[src/rtl/trace_monitor_if.sv]
// Bus bundle between a trace_monitor and whatever drives/reads it.
// The master side drives the probe and control; the slave side is the monitor.
interface trace_monitor_if #(
    parameter int unsigned DATA_W     = 16,
    parameter int unsigned DEPTH      = 8,
    parameter int unsigned MAX_CYCLES = 50
);
    localparam int unsigned AW = $clog2(DEPTH);
    localparam int unsigned CW = $clog2(MAX_CYCLES + 1);

    logic              arm;
    logic [DATA_W-1:0] trig_mask;
    logic [DATA_W-1:0] trig_value;
    logic [DATA_W-1:0] sample_in;
    logic              sample_valid;
    logic [AW-1:0]     rd_addr;
    logic [DATA_W-1:0] rd_data;
    logic [1:0]        state;
    logic              done;
    logic              triggered;
    logic              timeout;
    logic [AW:0]       fill_count;
    logic [AW-1:0]     trig_index;
    logic [CW-1:0]     cycle_count;

    modport master (
        output arm, trig_mask, trig_value, sample_in, sample_valid, rd_addr,
        input  rd_data, state, done, triggered, timeout, fill_count, trig_index, cycle_count
    );

    modport slave (
        input  arm, trig_mask, trig_value, sample_in, sample_valid, rd_addr,
        output rd_data, state, done, triggered, timeout, fill_count, trig_index, cycle_count
    );
endinterface

[src/rtl/trace_monitor.sv]
// Trace/capture unit: circular sample buffer with masked-compare trigger,
// programmable pre-trigger depth, cycle-count timeout and registered readback.
module trace_monitor #(
    parameter int unsigned DATA_W     = 16,
    parameter int unsigned DEPTH      = 8,
    parameter int unsigned PRE_TRIG   = 2,
    parameter int unsigned MAX_CYCLES = 50
) (
    input logic           clock,
    input logic           reset,
    trace_monitor_if.slave bus
);
    localparam int unsigned AW     = $clog2(DEPTH);
    localparam int unsigned CW     = $clog2(MAX_CYCLES + 1);
    localparam int unsigned POST_N = DEPTH - PRE_TRIG - 1;
    localparam int unsigned PW     = (POST_N > 0) ? $clog2(POST_N + 1) : 1;
    localparam bit          NO_POST = (POST_N == 0);

    typedef enum logic [1:0] {
        S_IDLE  = 2'd0,
        S_ARMED = 2'd1,
        S_POST  = 2'd2,
        S_DONE  = 2'd3
    } state_t;

    logic [DATA_W-1:0] mem [DEPTH];

    state_t            st;
    logic              done_r;
    logic [AW-1:0]     wr_ptr;
    logic [AW-1:0]     trig_ptr;
    logic [AW-1:0]     trig_idx;
    logic [AW:0]       fill;
    logic [CW-1:0]     cyc;
    logic              trig;
    logic              tmo;
    logic [PW-1:0]     post_cnt;
    logic [DATA_W-1:0] rd_q;

    logic              match;
    logic              capturing;
    logic              wr_en;
    logic              trig_hit;
    logic              complete;
    logic              hit_limit;
    logic [AW-1:0]     wr_ptr_nx;
    logic [AW:0]       fill_nx;
    logic [AW-1:0]     trig_ptr_nx;
    logic [AW-1:0]     oldest;
    logic [AW-1:0]     oldest_nx;
    logic [AW-1:0]     rd_idx;

    // Next-cycle pointer view; trig_index must reflect the buffer after the final write.
    always_comb begin
        match       = bus.sample_valid &
                      ((bus.sample_in & bus.trig_mask) == (bus.trig_value & bus.trig_mask));
        capturing   = (st == S_ARMED) || (st == S_POST);
        wr_en       = capturing && bus.sample_valid;
        trig_hit    = (st == S_ARMED) && match;
        wr_ptr_nx   = wr_ptr + AW'(wr_en);
        fill_nx     = (wr_en && (fill != (AW+1)'(DEPTH))) ? fill + (AW+1)'(1) : fill;
        trig_ptr_nx = trig_hit ? wr_ptr : trig_ptr;
        complete    = (trig_hit && NO_POST) ||
                      ((st == S_POST) && bus.sample_valid && (post_cnt == PW'(1)));
        hit_limit   = (cyc == CW'(MAX_CYCLES - 1));
        oldest      = (fill == (AW+1)'(DEPTH)) ? wr_ptr : '0;
        oldest_nx   = (fill_nx == (AW+1)'(DEPTH)) ? wr_ptr_nx : '0;
        rd_idx      = AW'(oldest + bus.rd_addr);
    end

    // Sample storage is never cleared; only live captures write it.
    always_ff @(posedge clock) begin
        if (!reset && wr_en) begin
            mem[wr_ptr] <= bus.sample_in;
        end
    end

    always_ff @(posedge clock) begin
        if (reset) begin
            st       <= S_IDLE;
            done_r   <= 1'b0;
            wr_ptr   <= '0;
            trig_ptr <= '0;
            trig_idx <= '0;
            fill     <= '0;
            cyc      <= '0;
            trig     <= 1'b0;
            tmo      <= 1'b0;
            post_cnt <= '0;
            rd_q     <= '0;
        end else begin
            rd_q <= mem[rd_idx];
            case (st)
                S_IDLE, S_DONE: begin
                    if (bus.arm) begin
                        st       <= S_ARMED;
                        done_r   <= 1'b0;
                        wr_ptr   <= '0;
                        fill     <= '0;
                        cyc      <= '0;
                        trig     <= 1'b0;
                        tmo      <= 1'b0;
                        post_cnt <= '0;
                    end
                end
                S_ARMED, S_POST: begin
                    wr_ptr <= wr_ptr_nx;
                    fill   <= fill_nx;
                    cyc    <= cyc + CW'(1);
                    if (trig_hit) begin
                        trig     <= 1'b1;
                        trig_ptr <= wr_ptr;
                        post_cnt <= PW'(POST_N);
                    end else if ((st == S_POST) && bus.sample_valid) begin
                        post_cnt <= post_cnt - PW'(1);
                    end
                    // Completion outranks the timeout when both land on the same cycle.
                    if (complete || hit_limit) begin
                        st       <= S_DONE;
                        done_r   <= 1'b1;
                        tmo      <= !complete;
                        trig_idx <= (trig || trig_hit) ? AW'(trig_ptr_nx - oldest_nx) : '0;
                    end else if (trig_hit) begin
                        st <= S_POST;
                    end
                end
                default: st <= S_IDLE;
            endcase
        end
    end

    assign bus.rd_data     = rd_q;
    assign bus.state       = st;
    assign bus.done        = done_r;
    assign bus.triggered   = trig;
    assign bus.timeout     = tmo;
    assign bus.fill_count  = fill;
    assign bus.trig_index  = trig_idx;
    assign bus.cycle_count = cyc;
endmodule

[src/flat_wrapper.sv]
// flat-port wrapper written by rule: the top's interface ports become plain ports
module trace_monitor_flat 
#(
    parameter int unsigned DATA_W     = 16,
    parameter int unsigned DEPTH      = 8,
    parameter int unsigned PRE_TRIG   = 2,
    parameter int unsigned MAX_CYCLES = 50
)
  (clock, reset, bus_arm, bus_trig_mask, bus_trig_value, bus_sample_in, bus_sample_valid, bus_rd_addr, bus_rd_data, bus_state, bus_done, bus_triggered, bus_timeout, bus_fill_count, bus_trig_index, bus_cycle_count);
  trace_monitor_if #(.DATA_W(DATA_W), .DEPTH(DEPTH), .MAX_CYCLES(MAX_CYCLES)) bus_i ();
  input logic clock;
  input logic reset;
  input wire logic [$bits(bus_i.arm)-1:0] bus_arm;
  input wire logic [$bits(bus_i.trig_mask)-1:0] bus_trig_mask;
  input wire logic [$bits(bus_i.trig_value)-1:0] bus_trig_value;
  input wire logic [$bits(bus_i.sample_in)-1:0] bus_sample_in;
  input wire logic [$bits(bus_i.sample_valid)-1:0] bus_sample_valid;
  input wire logic [$bits(bus_i.rd_addr)-1:0] bus_rd_addr;
  output wire logic [$bits(bus_i.rd_data)-1:0] bus_rd_data;
  output wire logic [$bits(bus_i.state)-1:0] bus_state;
  output wire logic [$bits(bus_i.done)-1:0] bus_done;
  output wire logic [$bits(bus_i.triggered)-1:0] bus_triggered;
  output wire logic [$bits(bus_i.timeout)-1:0] bus_timeout;
  output wire logic [$bits(bus_i.fill_count)-1:0] bus_fill_count;
  output wire logic [$bits(bus_i.trig_index)-1:0] bus_trig_index;
  output wire logic [$bits(bus_i.cycle_count)-1:0] bus_cycle_count;
  assign bus_i.arm = bus_arm;
  assign bus_i.trig_mask = bus_trig_mask;
  assign bus_i.trig_value = bus_trig_value;
  assign bus_i.sample_in = bus_sample_in;
  assign bus_i.sample_valid = bus_sample_valid;
  assign bus_i.rd_addr = bus_rd_addr;
  assign bus_rd_data = bus_i.rd_data;
  assign bus_state = bus_i.state;
  assign bus_done = bus_i.done;
  assign bus_triggered = bus_i.triggered;
  assign bus_timeout = bus_i.timeout;
  assign bus_fill_count = bus_i.fill_count;
  assign bus_trig_index = bus_i.trig_index;
  assign bus_cycle_count = bus_i.cycle_count;
  trace_monitor #(.DATA_W(DATA_W), .DEPTH(DEPTH), .PRE_TRIG(PRE_TRIG), .MAX_CYCLES(MAX_CYCLES)) u_core (.clock(clock), .reset(reset), .bus(bus_i));
endmodule
[config.mk]
export PLATFORM = sky130hd
export DESIGN_NAME = trace_monitor_flat
export DESIGN_NICKNAME = d
export VERILOG_FILES = /design/src/rtl/trace_monitor_if.sv /design/src/rtl/trace_monitor.sv /design/src/flat_wrapper.sv
export SDC_FILE = /design/constraint.sdc
export NUM_CORES = 1
export LEC_CHECK = 0
export ABC_AREA = 1
export CAP_MARGIN = 0
export CELL_PAD_IN_SITES_DETAIL_PLACEMENT = 2
export CELL_PAD_IN_SITES_GLOBAL_PLACEMENT = 2
export CORE_ASPECT_RATIO = 0.75
export CORE_MARGIN = 2
export CORE_UTILIZATION = 32
export CTS_CLUSTER_DIAMETER = 60
export CTS_CLUSTER_SIZE = 40
export DETAILED_ROUTE_END_ITERATION = 8
export PLACE_DENSITY_LB_ADDON = 0.3
export SLEW_MARGIN = 20
export SYNTH_ARGS = -nofsm -noshare
export SYNTH_HDL_FRONTEND = slang
export SYNTH_SLANG_ARGS = --single-unit
export TNS_END_PERCENT = 50
[constraint.sdc]
create_clock -name clock -period 2.6 [get_ports clock]
set_clock_uncertainty 0.1 [all_clocks]
set_input_delay 0.39 -clock clock [delete_from_list [all_inputs] [get_ports clock]]
set_output_delay 0.39 -clock clock [all_outputs]
set_load 0.05 [all_outputs]
# [After elaboration in Yosys (flattened, before gate mapping)]
# Memories as Yosys holds them, arrays and structs flattened. A register that Yosys moved wholly into a read port is not among the register bits.
# Index checks and enable logic that the tools add are counted.
[classes] n_addsub=6 n_mul=0 div_mod_pow=0 magnitude_cmp=0 eq_ne=14 shift=0 mux=27 bitwise=3 reduce_logical=19
[op_table] op="$and 16x16->16" count=2
[op_table] op="$mux 3" count=7
[op_table] op="$eq 16x16->1" count=1
[op_table] op="$pmux 3 s2" count=2
[op_table] op="$pmux 6 s2" count=1
[op_table] op="$reduce_and 2->1" count=5
[op_table] op="$eq 4x4->1 const B" count=2
[op_table] op="$mux 4" count=2
[op_table] op="$pmux 4 s2" count=1
[op_table] op="$add 6x1->6 const B" count=1
[op_table] op="$eq 6x6->1 const B" count=1
[op_table] op="$logic_and 1x1->1" count=6
[op_table] op="$mux 1" count=6
[op_table] op="$mux 2" count=3
[op_table] op="$mux 6" count=1
[op_table] op="$ne 3x1->1 const B" count=2
[op_table] op="$pmux 1 s2" count=3
[op_table] op="$add 4x1->4 const B" count=1
[op_table] op="$eq 2x2->1 const B" count=2
[op_table] op="$ne 2x1->1 const B" count=2
[op_table] op="$ne 4x4->1 const B" count=1
[op_table] op="$pmux 2 s2" count=1
[op_table] op="$reduce_or 2->1" count=2
[op_table] op="$add 3x1->3" count=1
[op_table] op="10 further kinds" count=13
[totals] register_bits=27 latch_bits=0 ram_bits=128 romBits=0 input_bits=55 output_inout_bits=34 word_cells=80 memories=1
[mem_list] name="u_core.mem" words=8 width=16 read_ports=1 rd_ports_with_merged_regs=1 wr=1 line="trace_monitor.sv:26" text="logic [DATA_W-1:0] mem [DEPTH];"

# [Depth between registers and ports, before layout]
[depth] depth_word=9 mapped_depth=19 mapped_depth_nobuf=19

# [Worst setup path before layout]
# OpenSTA, ideal clock, no wires.
[synth_timing] kind="reg2reg" from="register u_core.st[0], in the netlist u_core.bus.state[0]" to="register u_core.trig_idx[2], in the netlist u_core.bus.trig_index[2]" setup_time_ns=0.130 arrival_time_ns=2.642 required_time_ns=2.370 setup_slack_ns=-0.272 stages_incl_launch_ff=19 path_buffers=0 period_less_slack_ns=2.872 path_cell_list="dfxtp_1 -> inv_1 -> ha_1 -> inv_2 -> nand2_1 -> inv_1 -> nand2_4 -> nand2_1 -> o21ai_2 -> nor2_4 -> nand2_1 -> nor2_1 -> ha_1 -> inv_1 -> fa_1 -> inv_1 -> nand3_2 -> nand3_2 -> a21oi_2"
[synth_between] elab_chain_cells=9 elab_cells_between_ends=19 cone_classes="add/sub: 2; eq/ne: 3; mux: 4; reduce/logical: 10"
[synth_lines] item="from (decl)" line="trace_monitor.sv:28" text="state_t st;"
[synth_lines] item="from (signal assigned)" line="trace_monitor.sv:80" text="st <= S_IDLE;"
[synth_lines] item="from (signal assigned)" line="trace_monitor.sv:96" text="st <= S_ARMED;"
[synth_lines] item="from (signal assigned)" line="trace_monitor.sv:119" text="st <= S_DONE;"
[synth_lines] item="$eq 2x1->1 / $eq 2x2->1 (equally long branches)"
[synth_lines] item="$logic_or 1x1->1" line="trace_monitor.sv:57" text="capturing = (st == S_ARMED) || (st == S_POST);"
[synth_lines] item="$logic_and 1x1->1" line="trace_monitor.sv:58" text="wr_en = capturing && bus.sample_valid;"
[synth_lines] item="$logic_and 1x1->1" line="trace_monitor.sv:61" text="fill_nx = (wr_en && (fill != (AW+1)'(DEPTH))) ? fill + (AW+1)'(1) : fill;"
[synth_lines] item="$mux 4" line="trace_monitor.sv:61"
[synth_lines] item="$eq 4x4->1" line="trace_monitor.sv:67" text="oldest_nx = (fill_nx == (AW+1)'(DEPTH)) ? wr_ptr_nx : '0;"
[synth_lines] item="$mux 3" line="trace_monitor.sv:67"
[synth_lines] item="$sub 3x3->3" line="trace_monitor.sv:122" text="trig_idx <= (trig || trig_hit) ? AW'(trig_ptr_nx - oldest_nx) : '0;"
[synth_lines] item="$mux 3" line="trace_monitor.sv:122"
[synth_lines] item="to (signal assigned)" line="trace_monitor.sv:122"
[synth_lines] item="to (decl)" line="trace_monitor.sv:32" text="logic [AW-1:0] trig_idx;"
# Several ways; a longest one is shown, not always the timed one.
# A chain may end at the register's enable or synchronous reset.

# [Worst setup path in the final report]
[layout_timing] from="register u_core.fill[0], in the netlist u_core.bus.fill_count[0]" to="register u_core.rd_q[14], in the netlist u_core.bus.rd_data[14] (read register of u_core.mem)"
[layout_between] elab_chain_cells=3
[layout_lines] item="from (decl)" line="trace_monitor.sv:33" text="logic [AW:0] fill;"
[layout_lines] item="from (signal assigned)" line="trace_monitor.sv:108" text="fill <= fill_nx;"
[layout_lines] item="$eq 4x4->1" line="trace_monitor.sv:66" text="oldest = (fill == (AW+1)'(DEPTH)) ? wr_ptr : '0;"
[layout_lines] item="$mux 3" line="trace_monitor.sv:66"
[layout_lines] item="$add 3x3->3" line="trace_monitor.sv:68" text="rd_idx = AW'(oldest + bus.rd_addr);"
[layout_lines] item="to (decl)" line="trace_monitor.sv:38" text="logic [DATA_W-1:0] rd_q;"
# Every way passes these cells.

==> results.yml <==
floorplan:
  die_area_um2: 24400
  dieHeight_um: 136
  num_rows: 48
  coreArea_um2: 22900
  pin_count: 89
  initial_core_util_pct: 32.4
  die_w_um: 180
clock_network:
  cts_root_buf: "clkbuf_16"
  path_clk_slew_ps: 70
  max-clock-path-buffers: 2
  cts_tree: "yes"
  worstSkewPairLatency_ps: 440
  cts_buffers: 17
  clock_sinks: 171
  cts_hold_buf: 0
  htree_levels: 4
yosys:
  syn-num-nets: 808
  synthesis.area_um2: 7420
  synthCells: 739
  yosysWarnings: 0
  synth_area_leader_cell: "edfxtp_1"
  yosysUniqueCellTypes: 36
  yosys_most_used_dff: "edfxtp_1"
  synthArstFlopShare_pct: 0
  synth_top_area_share_pct: 51.8
  synth-seq-cells: 171
  synthTopCellsByCount: "nand2_1, edfxtp_1, nor2_1"
  ys_seq_area_share_pct: 63.4
  netlist_top_cells_area: "edfxtp_1, dfxtp_1, nand2_1, nor2_1, o21ai_0"
  yosysMostFrequentCell: "nand2_1"
  synth-edff-count: 128
  avgSynthCellArea_um2: 10.0
setup_path:
  crit_arrival_ps: 2880
  rr_worst_depth: 11
  path_class: "reg -> reg"
  worstPathMaxFanout: 13
  critPathRequiredTime_ps: 2840
  cp-start-kind: "flop"
  end_kind: "flop"
  reg2reg_to: "u_core.bus.rd_data[14]"
  r2r_slack_ps: -40
  r2r-start: "u_core.bus.fill_count[0]"
sta:
  period_needed_ps: 2640
  worstMarginPinSlew_ps: 620
  fin_crit_sh_pct: 101
  max_freq_ghz: 0.379
  finalMaxSlewViolations: 0
  whs_ps: 276
  rsz0062_at_grt: "yes"
  setup_viol: 4
  setup_slack_ps: -38.2
  relSlewSlack_pct: 58.6
  hold_viol_final: 0
grt:
  overflow: 0
  grt_pass1_vias: 7096
  antenna_found_initial: 0
  grt_usage_pct: 22.6
  grt_pass1_wl_um: 41300
  grt_max_degree: 41
place:
  hpwl_um: 18400
  io_buffers: 88
  globalplace.congestion: 0.827
  postPlaceCellArea_um2: 9320
finish:
  finish.instance_area_um2: 10400
  diodes: 0
  final_layout_size_suffix_gt1_share_pct: 22.9
  fin_nets: 983
  syn_to_final_growth_pct: 40.4
pwr:
  leakage_nw: 3.97
  powerDensity_nw_per_um2: 627
  vdd_drop_max_mv: 0.422
routing:
  firstDrtPassIters: 4
  vias: 6307
  wl_per_cell_um: 23.2
  routed_via_density: 5.14
  drtIter0Drc: 435
  finalWirelength_um: 28500
  drc: 0
  ant_nets: 0
status:
  violations: "negative setup slack"
  outcome: "complete, but fails checks"
run:
  maxCapViolCount: 0
hold_path:
  holdCritPathClass: "in -> reg"
  worstHoldStart: "bus_sample_in[10]"
  hold_path_end: "u_core.mem[4][10]"
  whs_path_depth: 2
## power by group
part	internal (mW)	switching (mW)	leakage, nW
logic	0.336	0.505	2.18
registers	2.96	0.0189	1.51
clock network	1.55	1.15	0.291
## layer usage
| layer | vias up | GRT usage [%] | routed length, µm | part of all wire, % |
|---|---|---|---|---|
| met5 | - | 0 | 0 | 0 |
| met2 | 156 | 40.7 | 14600 | 51 |
| met3 | 38 | 4.10 | 1080 | 3.8 |
| met4 | 0 | 6.82 | 617 | 2.2 |
| met1 | 3233 | 27.7 | 12200 | 43 |
| li1 | 2880 | - | - | - |
## final cells by class
| class | count | area, µm² |
|---|---|---|
| multi-input cells | 467 | 2600 |
| flip-flops and latches | 171 | 4720 |
| clock buffers | 20 | 447 |
| repair buffers | 184 | 1820 |
| well taps | 300 | 375 |
| fillers | 2329 | 12500 |
| clock inverters | 12 | 160 |
| inverters | 73 | 289 |
## cell usage in the layout (no fill, tap or decap), drive strengths merged
cell type	n
o211ai	2
clkinv	4
dfxtp	43
nand4	2
clkinvlp	2
ha	12
o22ai	33
fa	2
dlymetal6s2s	9
nor3	3
clkbuf	21
xnor2	2
clkdlybuf4s50	79
xor2	3
nand2	138
nand3b	2
o21a	1
a211oi	2
inv	76
edfxtp	128
buf	95
nor2	107
nand3	41
bufinv	3
o21ai	73
a31oi	1
a31o	1
a21boi	1
a21oi	40
or3b	1
## sequential cells by signal, indices dropped and copies added, names as in the netlist, 3 cells and up
register                count
u_core.mem                128
u_core.trig_ptr             3
u_core.post_cnt             3
u_core.bus.fill_count       4
u_core.bus.rd_data         16
u_core.wr_ptr               3
u_core.bus.cycle_count      6
u_core.bus.trig_index       3
## cell families (layout without fill, tap and decap cells)
| family | after synthesis | count (layout) | synth area share, % |
|---|---|---|---|
| flip-flops | 171 | 171 | 63.4 |
| buffers and inverters | 101 | 289 | 5.16 |
| XOR/XNOR | 5 | 5 | 0.591 |
| AO/OA/AOI/OAI | 154 | 154 | 11.6 |
| AND/OR/NAND/NOR | 294 | 294 | 16.7 |
| adder cells (fa/ha/maj) | 14 | 14 | 2.56 |
## repair_timing
action,4_1_cts,5_1_grt
gates resized for setup,43,72
pin swaps,13,39
gates cloned,0,1
buffers inserted,4,10
setup endpoints to repair,18,18
## worst max path at each step
stage | slack [ps] | cells past startpoint | endpoint | from
after global routing | -110 | 16 | u_core.bus.trig_index[1] | u_core.bus.state[0]
after CTS | 0.3 | 13 | u_core.bus.rd_data[10] | u_core.bus.fill_count[0]
after detailed placement | -650 | 16 | u_core.bus.trig_index[2] | bus_sample_in[4]
final | -40 | 11 | u_core.bus.rd_data[14] | u_core.bus.fill_count[0]
after floorplan | -4 | 18 | u_core.bus.trig_index[2] | u_core.bus.state[0]
after global placement | -380 | 16 | u_core.bus.trig_index[2] | bus_sample_in[4]
## stage by stage
stage	TNS (ps)	power, mW	std cells	setup WS [ps]	utilization [%]
5_1_grt	-1110	6.71	1227	-114	45.5
3_5_place_dp	-4170	3.79	1180	-648	40.7
3_3_place_gp	-1510	3.73	1180	-384	40.7
2_1_floorplan	-3.62	3.38	739	-3.62	-
6_report	-87.5	6.53	1227	-38.2	45.5
4_1_cts	0	6.48	1216	0.300	44.0
## worst max-delay path: stages (launching register included)
cell	delay, ps
dfxtp_4	370
inv_4	40
ha_4	170
nand3b_4	110
nor2_4	60
ha_4	160
fa_2	650
buf_8	190
o21ai_0	130
o22ai_1	210
nand2_1	110
a21oi_2	240
Note: power is estimated with default switching activity, not from simulation.
